--- config.mk ---
export PLATFORM = sky130hd
export DESIGN_NAME = rf_wb_arbiter_flat
export DESIGN_NICKNAME = d
export VERILOG_FILES = /design/src/rtl/rf_wb_pkg.sv /design/src/rtl/rf_wb_arbiter_if.sv /design/src/rtl/rf_wb_arbiter_rr_picker.sv /design/src/rtl/rf_wb_arbiter.sv /design/src/flat_wrapper.sv
export SDC_FILE = /design/constraint.sdc
export NUM_CORES = 1
export LEC_CHECK = 0
export CORE_ASPECT_RATIO = 0.6
export CORE_UTILIZATION = 40
export CTS_CLUSTER_DIAMETER = 50
export DETAILED_ROUTE_END_ITERATION = 10
export GPL_ROUTABILITY_DRIVEN = 0
export GPL_TIMING_DRIVEN = 0
export PLACE_DENSITY = 0.88
export SYNTH_ARGS = -nofsm -noshare
export SYNTH_HDL_FRONTEND = slang
export SYNTH_SLANG_ARGS = --single-unit
--- constraint.sdc ---
create_clock -name clk -period 3.8 [get_ports clk]
set_clock_uncertainty 0.15 [all_clocks]
set_input_delay 0.76 -clock clk [delete_from_list [all_inputs] [get_ports clk]]
set_output_delay 0.76 -clock clk [all_outputs]
set_load 0.05 [all_outputs]
--- src/rtl/rf_wb_pkg.sv ---
// Shared constants and types for the register-file writeback arbiter.
package rf_wb_pkg;
  localparam int NREQ_DEF   = 3;
  localparam int ADDR_W_DEF = 5;
  localparam int DATA_W_DEF = 64;

  localparam logic [ADDR_W_DEF-1:0] REG_ZERO = '0;

  typedef struct packed {
    logic [ADDR_W_DEF-1:0] addr;
    logic [DATA_W_DEF-1:0] data;
  } wb_req_t;
endpackage

--- src/rtl/rf_wb_arbiter_if.sv ---
// Requester handshake plus register-file write port for rf_wb_arbiter.
// RF_WB_ARB_FWD_EN adds the read-stage forwarding signals.
interface rf_wb_arbiter_if #(
  parameter int NREQ       = rf_wb_pkg::NREQ_DEF,
  parameter int ADDR_WIDTH = rf_wb_pkg::ADDR_W_DEF,
  parameter int DATA_WIDTH = rf_wb_pkg::DATA_W_DEF
);
  logic [NREQ-1:0]                 req_valid;
  logic [NREQ-1:0]                 req_ready;
  logic [NREQ-1:0][ADDR_WIDTH-1:0] req_addr;
  logic [NREQ-1:0][DATA_WIDTH-1:0] req_data;
  logic                            stall;
  logic                            rf_wen;
  logic [ADDR_WIDTH-1:0]           rf_waddr;
  logic [DATA_WIDTH-1:0]           rf_wdata;
  logic [$clog2(NREQ)-1:0]         grant_id;
`ifdef RF_WB_ARB_FWD_EN
  logic [ADDR_WIDTH-1:0]           fwd_raddr;
  logic                            fwd_hit;
  logic [DATA_WIDTH-1:0]           fwd_data;

  modport master (output req_valid, req_addr, req_data, stall, fwd_raddr,
                  input  req_ready, rf_wen, rf_waddr, rf_wdata, grant_id, fwd_hit, fwd_data);
  modport slave  (input  req_valid, req_addr, req_data, stall, fwd_raddr,
                  output req_ready, rf_wen, rf_waddr, rf_wdata, grant_id, fwd_hit, fwd_data);
`else
  modport master (output req_valid, req_addr, req_data, stall,
                  input  req_ready, rf_wen, rf_waddr, rf_wdata, grant_id);
  modport slave  (input  req_valid, req_addr, req_data, stall,
                  output req_ready, rf_wen, rf_waddr, rf_wdata, grant_id);
`endif
endinterface

--- src/rtl/rf_wb_arbiter_rr_picker.sv ---
// Combinational round-robin selector: first valid at or after ptr, wrapping.
module rr_picker #(
  parameter int NREQ = 3
) (
  input  logic [NREQ-1:0]         valid,
  input  logic [$clog2(NREQ)-1:0] ptr,
  input  logic                    en,
  output logic [NREQ-1:0]         gnt,
  output logic [$clog2(NREQ)-1:0] idx
);
  localparam int IW = $clog2(NREQ);

  logic found;
  int   j;

  always_comb begin
    gnt   = '0;
    idx   = '0;
    found = 1'b0;
    j     = 0;
    for (int k = 0; k < NREQ; k++) begin
      j = int'(ptr) + k;
      if (j >= NREQ) j = j - NREQ;
      if (en && !found && valid[j]) begin
        found  = 1'b1;
        gnt[j] = 1'b1;
        idx    = IW'(j);
      end
    end
  end
endmodule

--- src/rtl/rf_wb_arbiter.sv ---
// Round-robin arbiter sharing one register-file write port among NREQ requesters.
// Define RF_WB_ARB_FWD_EN to add a combinational write-to-read bypass.
module rf_wb_arbiter
  import rf_wb_pkg::*;
#(
  parameter int NREQ       = NREQ_DEF,
  parameter int ADDR_WIDTH = ADDR_W_DEF,
  parameter int DATA_WIDTH = DATA_W_DEF
) (
  input logic           clk,
  input logic           rst,
  rf_wb_arbiter_if.slave bus
);
  localparam int IW = $clog2(NREQ);

  logic [NREQ-1:0]       gnt;
  logic [IW-1:0]         idx;
  logic                  pick_en;
  logic                  xfer;
  logic [IW-1:0]         ptr_q, ptr_d;
  logic                  rf_wen_q, rf_wen_d;
  logic [ADDR_WIDTH-1:0] rf_waddr_q, rf_waddr_d;
  logic [DATA_WIDTH-1:0] rf_wdata_q, rf_wdata_d;
  logic [IW-1:0]         grant_id_q, grant_id_d;

  // Gating on rst keeps ready low for the whole time reset is held.
  assign pick_en = !bus.stall && !rst;

  rr_picker #(.NREQ(NREQ)) u_pick (
    .valid (bus.req_valid),
    .ptr   (ptr_q),
    .en    (pick_en),
    .gnt   (gnt),
    .idx   (idx)
  );

  assign bus.req_ready = gnt;

  always_comb begin
    xfer       = |gnt;
    ptr_d      = ptr_q;
    rf_wen_d   = 1'b0;
    rf_waddr_d = rf_waddr_q;
    rf_wdata_d = rf_wdata_q;
    grant_id_d = grant_id_q;
    if (xfer) begin
      ptr_d      = (32'(idx) == NREQ - 1) ? '0 : idx + 1'b1;
      // x0 writes are consumed but never reach the register file.
      rf_wen_d   = bus.req_addr[idx] != ADDR_WIDTH'(REG_ZERO);
      rf_waddr_d = bus.req_addr[idx];
      rf_wdata_d = bus.req_data[idx];
      grant_id_d = idx;
    end
  end

  always_ff @(posedge clk or posedge rst) begin
    if (rst) begin
      ptr_q      <= '0;
      rf_wen_q   <= 1'b0;
      rf_waddr_q <= '0;
      rf_wdata_q <= '0;
      grant_id_q <= '0;
    end else begin
      ptr_q      <= ptr_d;
      rf_wen_q   <= rf_wen_d;
      rf_waddr_q <= rf_waddr_d;
      rf_wdata_q <= rf_wdata_d;
      grant_id_q <= grant_id_d;
    end
  end

  assign bus.rf_wen   = rf_wen_q;
  assign bus.rf_waddr = rf_waddr_q;
  assign bus.rf_wdata = rf_wdata_q;
  assign bus.grant_id = grant_id_q;

`ifdef RF_WB_ARB_FWD_EN
  assign bus.fwd_hit  = rf_wen_q && (rf_waddr_q == bus.fwd_raddr) &&
                        (bus.fwd_raddr != ADDR_WIDTH'(REG_ZERO));
  assign bus.fwd_data = rf_wdata_q;
`endif
endmodule

--- src/flat_wrapper.sv ---
// flat-port wrapper written by rule: the top's interface ports become plain ports
module rf_wb_arbiter_flat import rf_wb_pkg::*;
#(
  parameter int NREQ       = NREQ_DEF,
  parameter int ADDR_WIDTH = ADDR_W_DEF,
  parameter int DATA_WIDTH = DATA_W_DEF
)
  (clk, rst, bus_req_valid, bus_req_addr, bus_req_data, bus_stall, bus_req_ready, bus_rf_wen, bus_rf_waddr, bus_rf_wdata, bus_grant_id);
  rf_wb_arbiter_if #(.NREQ(NREQ), .ADDR_WIDTH(ADDR_WIDTH), .DATA_WIDTH(DATA_WIDTH)) bus_i ();
  input logic clk;
  input logic rst;
  input wire logic [$bits(bus_i.req_valid)-1:0] bus_req_valid;
  input wire logic [$bits(bus_i.req_addr)-1:0] bus_req_addr;
  input wire logic [$bits(bus_i.req_data)-1:0] bus_req_data;
  input wire logic [$bits(bus_i.stall)-1:0] bus_stall;
  output wire logic [$bits(bus_i.req_ready)-1:0] bus_req_ready;
  output wire logic [$bits(bus_i.rf_wen)-1:0] bus_rf_wen;
  output wire logic [$bits(bus_i.rf_waddr)-1:0] bus_rf_waddr;
  output wire logic [$bits(bus_i.rf_wdata)-1:0] bus_rf_wdata;
  output wire logic [$bits(bus_i.grant_id)-1:0] bus_grant_id;
  assign bus_i.req_valid = bus_req_valid;
  assign bus_i.req_addr = bus_req_addr;
  assign bus_i.req_data = bus_req_data;
  assign bus_i.stall = bus_stall;
  assign bus_req_ready = bus_i.req_ready;
  assign bus_rf_wen = bus_i.rf_wen;
  assign bus_rf_waddr = bus_i.rf_waddr;
  assign bus_rf_wdata = bus_i.rf_wdata;
  assign bus_grant_id = bus_i.grant_id;
  rf_wb_arbiter #(.NREQ(NREQ), .ADDR_WIDTH(ADDR_WIDTH), .DATA_WIDTH(DATA_WIDTH)) u_core (.clk(clk), .rst(rst), .bus(bus_i));
endmodule
==> results.cfg, run 1 <==
[place]
io_buffers = 287
dp_cells = 937
dpl-instance-area_um2 = 7510
hpwlAfterDp_um = 13100
dp_slack_ns = -0.162

[global_route]
grt_pass1_vias = 4999
grt_pass1_wl_um = 25000
grt.total_usage = 0.284
grt_max_degree = 50
gr-total-overflow = 0
antenna_found_initial = 0

[synth]
synth_cell_type_count = 32
netlist_instances = 510
ys_seq_area_frac = 0.417
synth_warnings = 0
synth_edf_count = 0
syn_avg_cell_area_um2 = 8.70
synth_nets = 727
ys_ff_latch = 74
synth_ff_type = dfrtp_1
synth_area_um2 = 4440
synthArstFlopShare = 1.00

[pwr]
combPwrFrac = 0.635
ir_worst_vdd_mv = 0.520
p_leak_nw = 3.28
switching_share = 0.474
clockPowerShare = 0.141
netSwitchingPower_mw = 3.02
power.total_mw = 6.37
power_density_nw_per_um2 = 814
p_int_mw = 3.35
seqPwrFrac = 0.224

[clocking]
cts_buffer_depth = 2
numCtsBuffers = 9
cts_max_level = 3
ctsHoldBuffers = 0
cts_sinks = 74
clock_latency_ns = 0.33
path_clk_slew_ns = 0.06
cts_tree = yes
root_buffer = clkbuf_16

[layout]
diodes = 0
drive_gt1_frac = 0.0688
final_common_cell = clkdlybuf4s50_1
final_cell_mix = clkdlybuf4s50_1 (284), nand2_1 (129), dfrtp_1 (74)
multiInputGateArea_um2 = 2350
areaGrowthSynthToFinish_pct = 76.3
layout.cells.non_filler = 953
fin_nets = 1026
n_fill_cell = 759
design_area_um2 = 7820
register_area_um2 = 1850

[worst_setup_path]
crit_fanout = 5
end_kind = primary output
crit_start = bus_req_valid[2]
worstPathArrival_ns = 2.77
rr_endpoint = u_core.bus.rf_waddr[1]$_DFFE_PP0P_
worst_setup_path_start_kind = input port
r2r-start = u_core.ptr_q[1]$_DFFE_PP0P_
worstPathRequired_ns = 2.89
critPathKind = input port to primary output
r2r_slack_ns = 0.44
endpoint = bus_req_ready[1]
r2r_cells = 9

[sta]
finalCritPeriodShare = 0.969
relSlewSlack = 0.534
period_minus_slack_ns = 3.68
hold_viol_final = 0
worstMarginPinSlew_ns = 0.697
rsz0062_at_grt = no
max_freq_mhz = 271
slew_viol_final = 0
finalSetupViolations = 0
hold-worst-slack_ns = 0.340
fin_ws_ns = 0.116

[route]
antenna_left = 0
vias_per_cell = 5.29
drc = 0
dr.pass1.iters = 5
totalWireLength_um = 16600
vias = 5039
drtIter0Drc = 239
wl_per_cell_um = 17.4

[floorplan]
die_x_um = 138
rows = 29
core_um2 = 10700
die_area_um2 = 11500
start_util = 0.416
pin_count = 288
die-height_um = 83.6

[min_path]
min_path_cells = 1
min_path_type = flop to flop

[flow_run]
drv_cap = 0

[status]
status = finished, final reports clean
-- synthesized netlist by cell type (2+ instances only) --
master | instances | share of area
nor2_1 | 71 | 0.060
a31oi_1 | 61 | 0.086
buf_6 | 6 | 0.015
dfrtp_1 | 74 | 0.42
buf_4 | 2 | 0.0034
a21oi_1 | 23 | 0.026
nand3b_1 | 3 | 0.0051
and4b_1 | 2 | 0.0045
mux2_2 | 15 | 0.038
nor4_1 | 2 | 0.0028
mux2i_1 | 5 | 0.011
nor3_1 | 2 | 0.0023
inv_1 | 4 | 0.0034
or2_2 | 2 | 0.0028
mux2_1 | 57 | 0.14
clkbuf_1 | 20 | 0.017
o21ai_0 | 3 | 0.0034
nand2_1 | 129 | 0.11
buf_2 | 12 | 0.014
ha_1 | 4 | 0.011
o31ai_1 | 2 | 0.0034
-- worst max-delay path, cell delays in order --
cell and delay [ns]:
clkdlybuf4s50_1 0.49, mux2i_1 0.30, and4b_1 0.28, o31ai_1 0.09
a31oi_1 0.26, dlygate4sd2_1 0.58
-- what timing repair did --
| action | 4_1_cts | 5_1_grt |
|---|---|---|
| gates resized for setup | 3 | 3 |
| endpoints found under the setup margin | 3 | 1 |
| gates cloned | 0 | 0 |
| setup buffers | 0 | 0 |
-- cell type report --
cell class              instances  area share
clock buffers                  15      0.0368
well taps                     139      0.0222
repair buffers                288       0.370
multi-input cells             392       0.301
flip-flops and latches         74       0.237
plain buffers                  40      0.0278
inverters                       4     0.00224
clock inverters                 1     0.00384
-- logic make-up (layout without fill, tap and decap cells) --
| logic type | count (synthesis) | count (layout) | share of synthesized area |
|---|---|---|---|
| and+or+nand+nor | 217 | 217 | 0.197 |
| buffers and inverters | 44 | 348 | 0.0525 |
| adders and majority gates | 4 | 4 | 0.0113 |
| DFF | 74 | 74 | 0.417 |
| AOI/OAI and AO/OA | 94 | 94 | 0.128 |
| muxes | 77 | 77 | 0.194 |
-- how the worst min path moves through the flow --
stage / from / endpoint / slack (ns)
after detailed placement: u_core.bus.rf_waddr[2]$_DFFE_PP0P_ / u_core.bus.rf_waddr[2]$_DFFE_PP0P_ / 0.33
after floorplan: u_core.ptr_q[1]$_DFFE_PP0P_ / u_core.ptr_q[1]$_DFFE_PP0P_ / 0.42
after global routing: u_core.bus.rf_wdata[33]$_DFFE_PP0P_ / u_core.bus.rf_wdata[33]$_DFFE_PP0P_ / 0.36
after global placement: u_core.bus.rf_wdata[35]$_DFFE_PP0P_ / u_core.bus.rf_wdata[35]$_DFFE_PP0P_ / 0.33
after CTS: u_core.bus.rf_waddr[2]$_DFFE_PP0P_ / u_core.bus.rf_waddr[2]$_DFFE_PP0P_ / 0.34
final: u_core.bus.rf_waddr[2]$_DFFE_PP0P_ / u_core.bus.rf_waddr[2]$_DFFE_PP0P_ / 0.34
-- power by group through the flow --
stage,Clock [mW],Sequential (mW),Combinational (mW)
finish,0.896,1.43,4.04
global route,0.944,1.47,4.22
CTS,0.908,1.42,4.05
detailed placement,0,1.43,4.05
global placement,0,1.40,3.95
floorplan,0,2.78,1.24
-- routing by layer --
metal	track usage	up-vias	routed length, um	part of all wire
li1	-	2368	-	-
met2	0.505	246	8250	0.50
met3	0.0692	48	1260	0.076
met5	0	-	0	0
met4	0.111	0	524	0.032
met1	0.325	2377	6570	0.40
-- metrics by stage --
step           TNS, ns   util
3_3_place_gp    -18.92  0.702
3_5_place_dp    -0.358  0.704
6_report             0  0.733
5_1_grt              0  0.733
2_1_floorplan        0      -
4_1_cts              0  0.734
-- registers in the layout, summed over array words and instances (netlist names) --
register,count
u_core.bus.rf_wdata,64
u_core.bus.rf_waddr,5
u_core.bus.grant_id,2
u_core.ptr_q,2
u_core.bus.rf_wen,1
Power figures use the tool's default switching activity.
==> run 2, diff against run 1 <==
CAP_MARGIN = 20   (was unset)
==> results of run 2 <==
The final DEF is identical to that of run 1; final timing and power are the same.
==> run 3, diff against run 2 <==
CAP_MARGIN = unset   (was 20)
==> results of run 3 <==
The final DEF is identical to that of run 1; final timing and power are the same.
